$ cat src/rtl/bcd_adder.sv
// Packed-BCD ripple adder with a registered output stage.
// Ports: clk, rst (sync, active-high), in_valid, a, b, cin -> sum, cout, out_valid, bcd_err.
module bcd_adder #(
    parameter int NUM_DIGITS = 1
) (
    input  logic                    clk,
    input  logic                    rst,
    input  logic                    in_valid,
    input  logic [4*NUM_DIGITS-1:0] a,
    input  logic [4*NUM_DIGITS-1:0] b,
    input  logic                    cin,
    output logic [4*NUM_DIGITS-1:0] sum,
    output logic                    cout,
    output logic                    out_valid,
    output logic                    bcd_err
);

    localparam int W = 4 * NUM_DIGITS;

    logic [W-1:0] core_sum;
    logic         core_cout;
    logic         core_err;

    logic [W-1:0] sum_d,       sum_q;
    logic         cout_d,      cout_q;
    logic         out_valid_d, out_valid_q;
    logic         bcd_err_d,   bcd_err_q;

    // Combinational ripple: each digit adds in binary, then a +6
    // correction (mod 16) folds sums above 9 back into decimal range.
    always_comb begin
        logic [4:0] dsum;
        logic       carry;
        dsum      = '0;
        carry     = cin;
        core_sum  = '0;
        core_err  = 1'b0;
        for (int i = 0; i < NUM_DIGITS; i++) begin
            dsum = 5'(a[4*i +: 4]) + 5'(b[4*i +: 4]) + 5'(carry);
            if (dsum > 5'd9) begin
                core_sum[4*i +: 4] = dsum[3:0] + 4'd6;
                carry              = 1'b1;
            end else begin
                core_sum[4*i +: 4] = dsum[3:0];
                carry              = 1'b0;
            end
            if (a[4*i +: 4] > 4'd9 || b[4*i +: 4] > 4'd9) begin
                core_err = 1'b1;
            end
        end
        core_cout = carry;
    end

    // Results hold when no operation is accepted; only out_valid drops.
    always_comb begin
        sum_d       = sum_q;
        cout_d      = cout_q;
        bcd_err_d   = bcd_err_q;
        out_valid_d = in_valid;
        if (in_valid) begin
            sum_d     = core_sum;
            cout_d    = core_cout;
            bcd_err_d = core_err;
        end
    end

    always_ff @(posedge clk) begin
        if (rst) begin
            sum_q       <= '0;
            cout_q      <= 1'b0;
            out_valid_q <= 1'b0;
            bcd_err_q   <= 1'b0;
        end else begin
            sum_q       <= sum_d;
            cout_q      <= cout_d;
            out_valid_q <= out_valid_d;
            bcd_err_q   <= bcd_err_d;
        end
    end

    assign sum       = sum_q;
    assign cout      = cout_q;
    assign out_valid = out_valid_q;
    assign bcd_err   = bcd_err_q;

endmodule

$ cat config.mk
export PLATFORM = sky130hd
export DESIGN_NAME = bcd_adder
export DESIGN_NICKNAME = d
export VERILOG_FILES = /design/src/rtl/bcd_adder.sv
export SDC_FILE = /design/constraint.sdc
export NUM_CORES = 1
export LEC_CHECK = 0
export BUFFER_PORTS_ARGS = -buffer_cell sky130_fd_sc_hd__buf_2
export CAP_MARGIN = 5
export CORE_AREA = 2 2 39 41
export DETAILED_ROUTE_END_ITERATION = 12
export DIE_AREA = 0 0 41 43
export SLEW_MARGIN = 10
export SYNTH_ARGS = -nofsm -noshare
export SYNTH_HDL_FRONTEND = slang
export SYNTH_SLANG_ARGS = --single-unit
export TNS_END_PERCENT = 30
$ cat constraint.sdc
create_clock -name clk -period 4.5 [get_ports clk]
set_input_delay 0.45 -clock clk [delete_from_list [all_inputs] [get_ports clk]]
set_output_delay 0.45 -clock clk [all_outputs]
set_load 0.01 [all_outputs]
**After elaboration in Yosys (flattened, before gate mapping)**

Cells that the tools add are included.

- $add $sub $neg: 3
- Order comparisons: 3
- Muxes and demuxes: 3
- Reduce and logical (&&, ||, !) cells: 1

Operator list:

| kind | number |
|---|---|
| $gt 4x4->1 const B | 2 |
| $add 4x4->5 | 1 |
| $add 5x1->5 | 1 |
| $gt 5x4->1 const B | 1 |
| $add 4x3->4 const B | 1 |
| $mux 4 | 1 |
| $mux 1 | 2 |
| $logic_or 1x1->1 | 1 |

- Bits in registers: 7
- Input port bits: 12
- Output and inout bits: 7
- Logic and storage cells: 14

**Longest topological paths before layout**

Gate-level depths: netlist of run 1.

- Depth in word-level cells: 4
- Depth in mapped cells: 7
- Depth with buffers taken out: 7

**Worst setup path before layout of run 1**

OpenSTA, ideal clock, no wires.

- Kind: in2reg
- Start point: in a[0]
- End point: reg sum_q[1] (netlist: sum[1])
- Library setup time: 79 ps
- Arrival: 2,354 ps
- Required time: 4,421 ps
- Slack: 2,067 ps
- Cell stages on the path: 6
- Path buffers: 0
- Path through: fa_1 -> fa_1 -> inv_1 -> ha_1 -> or4_1 -> o211ai_1

- Word-level cells in the longest chain between the ends: 4
- Elaborated cells on any way between the ends: 5
- Classes of those cells: 3 x add/sub; 1 x order compare; 1 x mux

Ends and longest elaborated chain:

| element | RTL line | text |
|---|---|---|
| start, declared | 9 | `input logic [4*NUM_DIGITS-1:0] a,` |
| $add 4x4->5 (*) | 39 | `dsum = 5'(a[4*i +: 4]) + 5'(b[4*i +: 4]) + 5'(carry);` |
| $add 5x1->5 (*) | 39 |  |
| $add 4x3->4 or $gt 5x4->1 (tied branches) | 41, 40 |  |
| $mux 4 (*) | 40 | `if (dsum > 5'd9) begin` |
| end signal, assigned | 74 | `sum_q <= sum_d;` |
| end, declared | 24 | `logic [W-1:0] sum_d, sum_q;` |

Mark *: on every way between the ends. The rest lies on a longest branch, timed or not.
A chain may end at the register's enable or synchronous reset.

**Final worst setup path of run 1**

Same ends and word-level chain as after synthesis.

==> metrics.md, run 1 <==
| Metric | Value |
|---|---|
| Status | `completed` |
| DRT iter0 DRCs | `5` |
| Clk_lat worst skew | `0.25 ns` |
| Stages on worst setup path | `7` |
| Routed WL per cell | `10.6 microns` |
| WL met3 | `58 microns` |
| YS warnings | `0` |
| Die ar. | `1760 sq um` |
| Clk_skew | `0 ns` |
| Power Total | `0.000199 W` |
| Clk sinks | `7` |
| Hold Path Cell Cnt | `2` |
| CP max FO | `5` |
| Critical path capture point type | `flip-flop` |
| Syn Inst Count | `49` |
| Setup TNS | `0 ns` |
| Fin crit share | `0.537` |
| Die Height | `43 microns` |
| Hold endpoint | `cout$_SDFFE_PP0P_` |
| Gates resized, CTS repair | `0` |
| Crit path DAT | `2.59 ns` |
| Worst Path Buf+Inv | `2` |
| RSZ-0062 raised after global routing | `no` |
| Layout cells sized above 1 | `0.343` |
| Slew margin rel. | `0.699` |
| R2R depth | `4` |
| Vias in the first global route | `416` |
| Met2 wire length | `419 microns` |
| Setup crit start kind | `input port` |
| Row count | `14` |
| RR Endpoint | `sum[1]$_SDFFE_PP0P_` |
| Initial antenna violation count | `0` |
| Remaining Overflow, GRT | `0` |
| TritonCTS Buffers | `3` |
| FF-to-FF Start | `sum[1]$_SDFFE_PP0P_` |
| Max frequency | `0.414 GHz` |
| Clock power frac | `0.283` |
| Post-Syn Nets | `67` |
| Power Dens Cells | `334 nW/um^2` |
| Clock root buffer | `clkbuf_4` |
| DR top layer | `met4` |
| Wl on met1 | `402 microns` |
| Global-route wire length before repair | `1.48 mm` |
| Worst path max stage delay | `0.58 ns` |
| Via/cell ratio | `5.29` |
| Vias | `455` |
| ANT cells | `0` |
| Detailed Routing Iterations Pass 1 | `3` |
| Slew at the pin closest to its max-slew limit | `0.451 ns` |
| Port bufs | `18` |
| Xor/xnor share of the synthesized area | `0.0377` |
| Int Pwr | `0.000136 W` |
| Mapped cell area | `464 sq um` |
| CTS tree | `built` |
| Simple-Gate Fraction of Synth Area | `0.124` |
| GP Congestion | `0.768` |
| Max Slew Vio Count | `0` |
| Fin crit period | `2.42 ns` |
| H-tree levels | `1` |
| Hold Path Class | `input port to flip-flop` |
| Compound-Gate Fraction of Synth Area | `0.275` |
| # fillers | `130` |
| Antenna viol nets, final | `0` |
| Max-cap viol count | `0` |
| Synth Area in Adders | `0.194` |
| Reg2Reg Setup Slack | `3.68 ns` |
| All-Layer GR Usage | `0.130` |
| Setup CP Type | `input port to flip-flop` |
| CTS hold repair buffers | `0` |
| Mux cell area share after synthesis | `0.0431` |
| Yosys cell types | `27` |
| CP required | `4.67 ns` |
| CP top delay family | `adder cells` |
| Initial core utilization | `0.335` |
| Die Wd | `41 microns` |
| Combinational share of power | `0.345` |
| Most common cell type on the critical path | `fa_1` |
| Maximum vdd ir drop | `116 uV` |
| Final WL | `913 microns` |
| Largest family of logic cells by synthesized area | `compound AO/OA/AOI/OAI gates` |
| Final Hold Violating Endpoints | `0` |
| HP Start | `rst` |
| Seq/Total Area, Yosys | `0.302` |
| Core area | `1380 sq um` |
| Critical-path top delay cell | `fa_1` |
| Syn_area_per_cell | `9.47 sq um` |
| Max clock buf depth | `2` |
| P_leak | `0.286 nW` |
| Detailed placement HPWL | `759 microns` |
| Fin nets | `89` |
| Post-CTS Setup Repair Bufs | `0` |
| DRC Markers | `0` |
| #FFs+latches synth | `7` |
| Reported net switching power | `0.0000630 W` |
| Cell Chain, Critical Path | `buf_2, fa_1, fa_1, inv_1, ha_1, or4_1, o211ai_1` |
| Final setup violating endpoints | `0` |
| Reg clk slew, reported paths | `0.05 ns` |
| Largest net degree at the start of global routing | `11` |
| I/O pin cnt | `19` |
| Sw Ratio | `0.316` |
| Area Growth Syn to Fin | `28.6%` |
| Reg power frac | `0.372` |
[sequential cells by signal (all words and copies together) (netlist names)]
signal     flops
bcd_err        1
sum            4
cout           1
out_valid      1
[cells by family (layout without fill, tap and decap cells)]
kind of cell / Yosys count / count (layout)
compound gates: 18 / 18
simple gates: 11 / 11
flops: 7 / 7
fa+ha+maj: 6 / 6
buf+inv: 3 / 24
xor+xnor: 2 / 2
mux: 2 / 2
[cells in the mapped netlist]
cell type  number  area, sq um
fa_1            2         40.0
inv_1           2         7.51
mux2i_1         2         20.0
xnor2_1         1         8.76
a41oi_1         1         8.76
nand4_1         1         6.26
a311oi_1        1         8.76
nand2b_1        1         6.26
a221oi_1        1         8.76
or4_1           1         7.51
clkbuf_1        1         3.75
o21ai_0         2         10.0
and3_4          1         11.3
dfxtp_1         7          140
a21o_2          1         8.76
ha_1            4         50.1
o211ai_1        1         7.51
nand2_1         1         3.75
xor2_1          1         8.76
a21o_1          1         7.51
o21a_1          1         7.51
a21oi_1         4         20.0
nor2_1          6         22.5
o21bai_1        1         7.51
o31ai_1         1         7.51
o31a_2          1         10.0
a211oi_1        2         15.0
[cell usage in the layout, fill, tap and decap left out, drive strengths merged, types with 2 or more instances in the layout]
master  synthesis  routed
clkbuf          1       4
mux2i           2       2
a21o            2       2
dfxtp           7       7
buf             0      18
nor2            6       6
a21oi           4       4
ha              4       4
fa              2       2
inv             2       2
a211oi          2       2
o21ai           2       2
[worst register-to-register path: cells and delay by family, from the launching register on]
family	cells	cell delay, ns
AND/OR/NAND/NOR	1	0.05
flip-flops	1	0.31
AO/OA/AOI/OAI	3	0.33
[power groups by stage]
| stage | Clock (W) | Sequential, W | Combinational [W] |
|---|---|---|---|
| 2_1_floorplan | 0 | 0.0000794 | 0.0000429 |
| 3_3_place_gp | 0 | 0.0000754 | 0.0000691 |
| 3_5_place_dp | 0 | 0.0000755 | 0.0000695 |
| 4_1_cts | 0.0000589 | 0.0000742 | 0.0000696 |
| 5_1_grt | 0.0000631 | 0.0000754 | 0.0000771 |
| 6_report | 0.0000563 | 0.0000742 | 0.0000688 |
[worst max path at each step]
stage / from / slack [ns] / end
global route: a[0] / 2.00 / sum[1]$_SDFFE_PP0P_
floorplan: a[0] / 2.07 / sum[1]$_SDFFE_PP0P_
detailed placement: a[0] / 1.84 / sum[1]$_SDFFE_PP0P_
CTS: a[0] / 2.09 / sum[1]$_SDFFE_PP0P_
global placement: a[0] / 1.88 / sum[1]$_SDFFE_PP0P_
finish: a[0] / 2.08 / sum[1]$_SDFFE_PP0P_
[metrics by stage]
step                      setup WS (ns)  utilization  area [sq um]  instances  hold slack [ns]
after floorplan                    2.07            -           464         49            0.498
after global placement             1.88        0.412           571         82            0.472
after detailed placement           1.84        0.412           571         82            0.474
after CTS                          2.09        0.431           597         86            0.432
after global routing               2.00        0.431           597         86            0.439
final                              2.08        0.431           597         86            0.438
[layout make-up]
| class | count | area, sq um | area share |
|---|---|---|---|
| inverters | 2 | 7.51 | 0.0126 |
| well taps | 16 | 20.0 | 0.0335 |
| clock buffers | 4 | 26.3 | 0.0440 |
| multi-input cells | 39 | 313 | 0.524 |
| flip-flops and latches | 7 | 140 | 0.235 |
| repair buffers | 18 | 90.1 | 0.151 |
[per-layer routing]
metal	vias up	track usage
met5	-	0
met4	0	0.133
met3	4	0.0314
met2	15	0.191
met1	204	0.137
li1	232	-
Power figures use the tool's default switching activity.
==> inputs of run 2 (changes only) <==
- clock period: 4.5 -> 2.5 ns (I/O delays scaled with it)
==> metrics.md, run 2 (synthesis gave the netlist of run 1 again) <==
| Metric | Value |
|---|---|
| Status | `completed` |
| Initial antenna violation count | `0` |
| Min setup slack post-route | `0.332 ns` |
| CTS hold repair buffers | `0` |
| Combinational share of power | `0.361` |
| Setup CP Type | `input port to flip-flop` |
| Die ar. | `1760 sq um` |
| Die Wd | `41 microns` |
| Final WL | `977 microns` |
| Detailed Routing Iterations Pass 1 | `1` |
| Hold endpoint | `cout$_SDFFE_PP0P_` |
| Reg2Reg Setup Slack | `1.69 ns` |
| Reg power frac | `0.364` |
| Remaining Overflow, GRT | `0` |
| CP max FO | `5` |
| Hold Path Cell Cnt | `2` |
| Slew margin rel. | `0.722` |
| Routed WL per cell | `11.1 microns` |
| Post-Place Cells | `84` |
| HP Start | `rst` |
| Fin nets | `91` |
| # fillers | `140` |
| Power Dens Cells | `600 nW/um^2` |
| Reported net switching power | `0.000117 W` |
| TritonCTS Buffers | `3` |
| CP required | `2.67 ns` |
| Detailed placement HPWL | `825 microns` |
| Row count | `14` |
| ANT cells | `0` |
| Most frequent cells in the layout | `buf_2 (18), dfxtp_1 (7), nor2_1 (6), a21oi_1 (4), ha_1 (4)` |
| CTS tree | `built` |
| RR Endpoint | `sum[1]$_SDFFE_PP0P_` |
| Crit path DAT | `2.34 ns` |
| FF-to-FF Start | `sum[1]$_SDFFE_PP0P_` |
| Sw Ratio | `0.318` |
| DRC Markers | `0` |
| All-Layer GR Usage | `0.145` |
| GP Congestion | `0.815` |
| Core occupancy in the finished layout | `0.442` |
| Setup TNS | `0 ns` |
| Int Pwr | `0.000250 W` |
| Post-CTS Setup Repair Bufs | `0` |
| DRT iter0 DRCs | `0` |
| Vias in the first global route | `467` |
| Antenna viol nets, final | `0` |
| Reg clk slew, reported paths | `0.05 ns` |
| Hold Path Class | `input port to flip-flop` |
| Fin crit period | `2.17 ns` |
| Max-cap viol count | `0` |
| Initial core utilization | `0.335` |
| Setup slack at placement | `0.0665 ns` |
| Gates resized, CTS repair | `0` |
| Non-Filler Instances | `88` |
| Critical path capture point type | `flip-flop` |
| H-tree levels | `1` |
| I/O pin cnt | `19` |
| Die Height | `43 microns` |
| Layout cells sized above 1 | `0.361` |
| Global-route wire length before repair | `1.70 mm` |
| Final Hold Violating Endpoints | `0` |
| Slew at the pin closest to its max-slew limit | `0.415 ns` |
| Most common cell after layout, fill and taps aside | `buf_2` |
| Area Growth Syn to Fin | `31.8%` |
| R2R depth | `4` |
| Clk sinks | `7` |
| RSZ-0062 raised after global routing | `no` |
| Core area | `1380 sq um` |
| Clk_lat worst skew | `0.25 ns` |
| Max clock buf depth | `2` |
| Clock power frac | `0.276` |
| Max FFs per register | `4` |
| Final setup violating endpoints | `0` |
| P_leak | `0.295 nW` |
| Clock root buffer | `clkbuf_4` |
| Max Slew Vio Count | `0` |
| Clk_skew | `0 ns` |
| Port bufs | `18` |
| Hold WS | `0.235 ns` |
| Via/cell ratio | `5.28` |
| Fin crit share | `0.867` |
| Largest net degree at the start of global routing | `11` |
| Setup crit start kind | `input port` |
| Maximum vdd ir drop | `206 uV` |
| Max frequency | `0.461 GHz` |
| Vias | `465` |
[run 2: changes by cell type in the layout (fill, tap and decap cells not counted)]
cell and change:
buf_4 +2
[run 2: area by class of cell]
cell class	instances	area, sq um	share of cell area
Multi-Input combinational cell	39	313	0.511
Sequential cell	7	140	0.229
Timing Repair Buffer	20	105	0.172
Clock buffer	4	26.3	0.0429
Tap cell	16	20.0	0.0327
Inverter	2	7.51	0.0123
[run 2: worst max-delay path, stage by stage]
cell      delay (ns)
buf_2           0.11
fa_1            0.45
fa_1            0.41
xnor2_1         0.18
ha_1            0.27
or4_1           0.51
o211ai_1        0.17
[run 2: worst max-delay path by stage]
| stage | from | endpoint | slack (ns) | cells past startpoint |
|---|---|---|---|---|
| 5_1_grt | a[0] | sum[1]$_SDFFE_PP0P_ | 0.20 | 7 |
| 2_1_floorplan | a[0] | sum[1]$_SDFFE_PP0P_ | 0.27 | 6 |
| 3_5_place_dp | a[0] | sum[1]$_SDFFE_PP0P_ | 0.07 | 7 |
| 3_3_place_gp | a[0] | sum[1]$_SDFFE_PP0P_ | 0.11 | 7 |
| 6_report | a[0] | sum[1]$_SDFFE_PP0P_ | 0.33 | 7 |
| 4_1_cts | a[0] | sum[1]$_SDFFE_PP0P_ | 0.33 | 7 |
[run 2: metrics by stage]
stage	power, W	area (sq um)
finish	0.000367	612
global route	0.000398	612
CTS	0.000372	612
detailed placement	0.000268	586
global placement	0.000266	586
floorplan	0.000220	464
[run 2: metal layers]
metal	track usage	vias to the layer above	share of wire
met3	0.0314	5	0.063
met4	0.133	0	0.047
met5	0	-	0
met2	0.231	16	0.48
li1	-	230	-
met1	0.143	214	0.41
[run 2: power by group through the flow]
stage               Clock, W  Sequential, W  Combinational [W]
global route        0.000115       0.000136           0.000147
floorplan                  0       0.000143          0.0000772
CTS                 0.000105       0.000133           0.000133
detailed placement         0       0.000136           0.000133
finish              0.000101       0.000134           0.000132
global placement           0       0.000135           0.000131
==> inputs of run 3 (changes only) <==
- ABC_AREA: unset -> 1
- PLACE_DENSITY: unset -> 0.65
==> metrics.md, run 3 <==
| Metric | Value |
|---|---|
| Initial antenna violation count | `0` |
| Fin nets | `107` |
| Die Height | `43 microns` |
| Reg power frac | `0.351` |
| Max Slew Vio Count | `0` |
| Final WL | `1.01 mm` |
| Most numerous cell in the Yosys netlist | `inv_1` |
| Via/cell ratio | `4.83` |
| Post-Syn Nets | `85` |
| Mapped cell area | `518 sq um` |
| CTS tree | `built` |
| GP Congestion | `0.722` |
| DRC Markers | `0` |
| Area Growth Syn to Fin | `23.7%` |
| FF+latch area | `140 sq um` |
| Power Total | `0.000362 W` |
| Cell Chain, Critical Path | `buf_2, fa_1, fa_1, nand2_1, nand2_2, ha_1, a21oi_2, nand2_2, nand2_2, nand3_1, nand2_1, a21oi_2` |
| Gates resized, CTS repair | `0` |
| Power Dens Cells | `566 nW/um^2` |
| Critical path capture point type | `flip-flop` |
| Ranking of synthesized cells by area | `dfxtp_1 (27%), ha_1 (9.7%), fa_1 (7.7%)` |
| Reg clk slew, reported paths | `0.05 ns` |
| Initial core utilization | `0.374` |
| Sw Ratio | `0.341` |
| Setup crit start kind | `input port` |
| I/O pin cnt | `19` |
| Antenna viol nets, final | `0` |
| Most common cell type on the critical path | `nand2_2` |
| Layout cells sized above 1 | `0.364` |
| All-Layer GR Usage | `0.137` |
| # fillers | `155` |
| Row count | `14` |
| ANT cells | `0` |
| Vias | `502` |
| Largest net degree at the start of global routing | `12` |
| YS warnings | `0` |
| Final Cell Area | `641 sq um` |
| Vias in the first global route | `451` |
| Fin crit share | `0.813` |
| Clk_lat worst skew | `0.25 ns` |
| Global-route wire length before repair | `1.64 mm` |
| Most instantiated cells after synthesis | `inv_1 (10), nand2_1 (9), dfxtp_1 (7), nand3_1 (7), o21ai_0 (6)` |
| CP max FO | `4` |
| Hold Path Class | `input port to flip-flop` |
| Post-CTS Setup Repair Bufs | `0` |
| DRT iter0 DRCs | `3` |
| Post-DP Area | `614 sq um` |
| Clk_skew | `0 ns` |
| Core area | `1380 sq um` |
| Worst path max stage delay | `0.47 ns` |
| Max-cap viol count | `0` |
| Routed WL per cell | `9.70 microns` |
| Main synth FF type | `dfxtp_1` |
| Most frequent cells in the layout | `buf_2 (18), inv_1 (10), nand2_1 (9), nand3_1 (7), dfxtp_1 (7)` |
| Clk sinks | `7` |
| Die ar. | `1760 sq um` |
| Max clock buf depth | `2` |
| H-tree levels | `1` |
| P_leak | `0.344 nW` |
| Worst Path Buf+Inv | `1` |
| Slew at the pin closest to its max-slew limit | `0.193 ns` |
| Fin crit period | `2.03 ns` |
| Port bufs | `18` |
| Yosys cell types | `18` |
| Clock root buffer | `clkbuf_4` |
| Ys async rst share | `0` |
| Die Wd | `41 microns` |
| Post-synth top area share | `0.271` |
| CTS hold repair buffers | `0` |
| Clock power frac | `0.282` |
| Detailed Routing Iterations Pass 1 | `3` |
| Area of the multi-input gates | `323 sq um` |
| Final setup violating endpoints | `0` |
| Remaining Overflow, GRT | `0` |
| Syn Inst Count | `67` |
| Syn_area_per_cell | `7.73 sq um` |
| RSZ-0062 raised after global routing | `no` |
| Status | `completed` |
| Setup CP Type | `input port to flip-flop` |
| #FFs+latches synth | `7` |
| Int Pwr | `0.000239 W` |
| CP required | `2.64 ns` |
| Final Hold Violating Endpoints | `0` |
| TritonCTS Buffers | `3` |
| Reported net switching power | `0.000124 W` |
| Seq/Total Area, Yosys | `0.271` |
| Maximum vdd ir drop | `179 uV` |
| Setup TNS | `0 ns` |
| Crit path DAT | `2.17 ns` |
| CP top delay family | `adder cells` |
| Max FFs per register | `4` |
| Critical-path top delay cell | `fa_1` |
| EDFF count, synth | `0` |
| Combinational share of power | `0.367` |
| Slew margin rel. | `0.870` |
| Detailed placement HPWL | `868 microns` |
| Yosys top cell by area | `dfxtp_1` |
| Most common cell after layout, fill and taps aside | `buf_2` |
| Max frequency | `0.492 GHz` |
run 3: changes by cell type in the layout (fill, tap and decap cells not counted), moves of 3 or more:
cell / before / now
inv_1: 2 / 10
nand2_1: 1 / 9
nand3_1: 0 / 7
nand2_2: 0 / 5
o21ai_0: 2 / 6
a21oi_2: 0 / 3
run 3: path summary, 6_finish.rpt:
| kind | to | slack (ns) | startpoint | cells after the start |
|---|---|---|---|---|
| setup / recovery | sum[3]$_SDFFE_PP0P_ | 0.47 | a[0] | 12 |
| hold / removal | sum[2]$_SDFFE_PP0P_ | 0.20 | rst | 2 |
| setup reg to reg | sum[1]$_SDFFE_PP0P_ | 1.85 | sum[1]$_SDFFE_PP0P_ | 2 |
| hold reg to reg | sum[2]$_SDFFE_PP0P_ | 0.47 | sum[2]$_SDFFE_PP0P_ | 2 |
run 3: metal layers:
metal | wire length, microns | vias up | track usage
met2 | 510 | 16 | 0.222
met4 | 27 | 0 | 0.100
li1 | - | 261 | -
met1 | 417 | 221 | 0.153
met3 | 54 | 4 | 0.0157
met5 | 0 | - | 0
run 3: layout make-up:
cell class / count / area share
multi-input cells: 48 / 0.504
flip-flops and latches: 7 / 0.219
repair buffers: 18 / 0.141
inverters: 11 / 0.0645
clock buffers: 4 / 0.0410
well taps: 16 / 0.0313
run 3: kinds of logic (layout without fill, tap and decap cells):
kind of cell,count (synthesis),after routing,share of synthesized area
fa+ha+maj,6,6,0.174
simple gates,27,27,0.249
compound gates,15,15,0.201
buf+inv,12,33,0.106
flops,7,7,0.271
run 3: power groups by stage:
stage	combinational [W]	clock, W	sequential, W
6_report	0.000133	0.000102	0.000127
3_3_place_gp	0.000131	0	0.000129
2_1_floorplan	0.0000915	0	0.000136
5_1_grt	0.000150	0.000117	0.000129
4_1_cts	0.000135	0.000105	0.000127
3_5_place_dp	0.000134	0	0.000130
run 3: metrics by stage:
stage	util	std cells	setup slack (ns)	hold WS, ns
2_1_floorplan	-	67	0.458	0.312
3_3_place_gp	0.444	100	0.274	0.458
3_5_place_dp	0.444	100	0.219	0.460
4_1_cts	0.463	104	0.470	0.196
5_1_grt	0.463	104	0.360	0.193
6_report	0.463	104	0.467	0.200
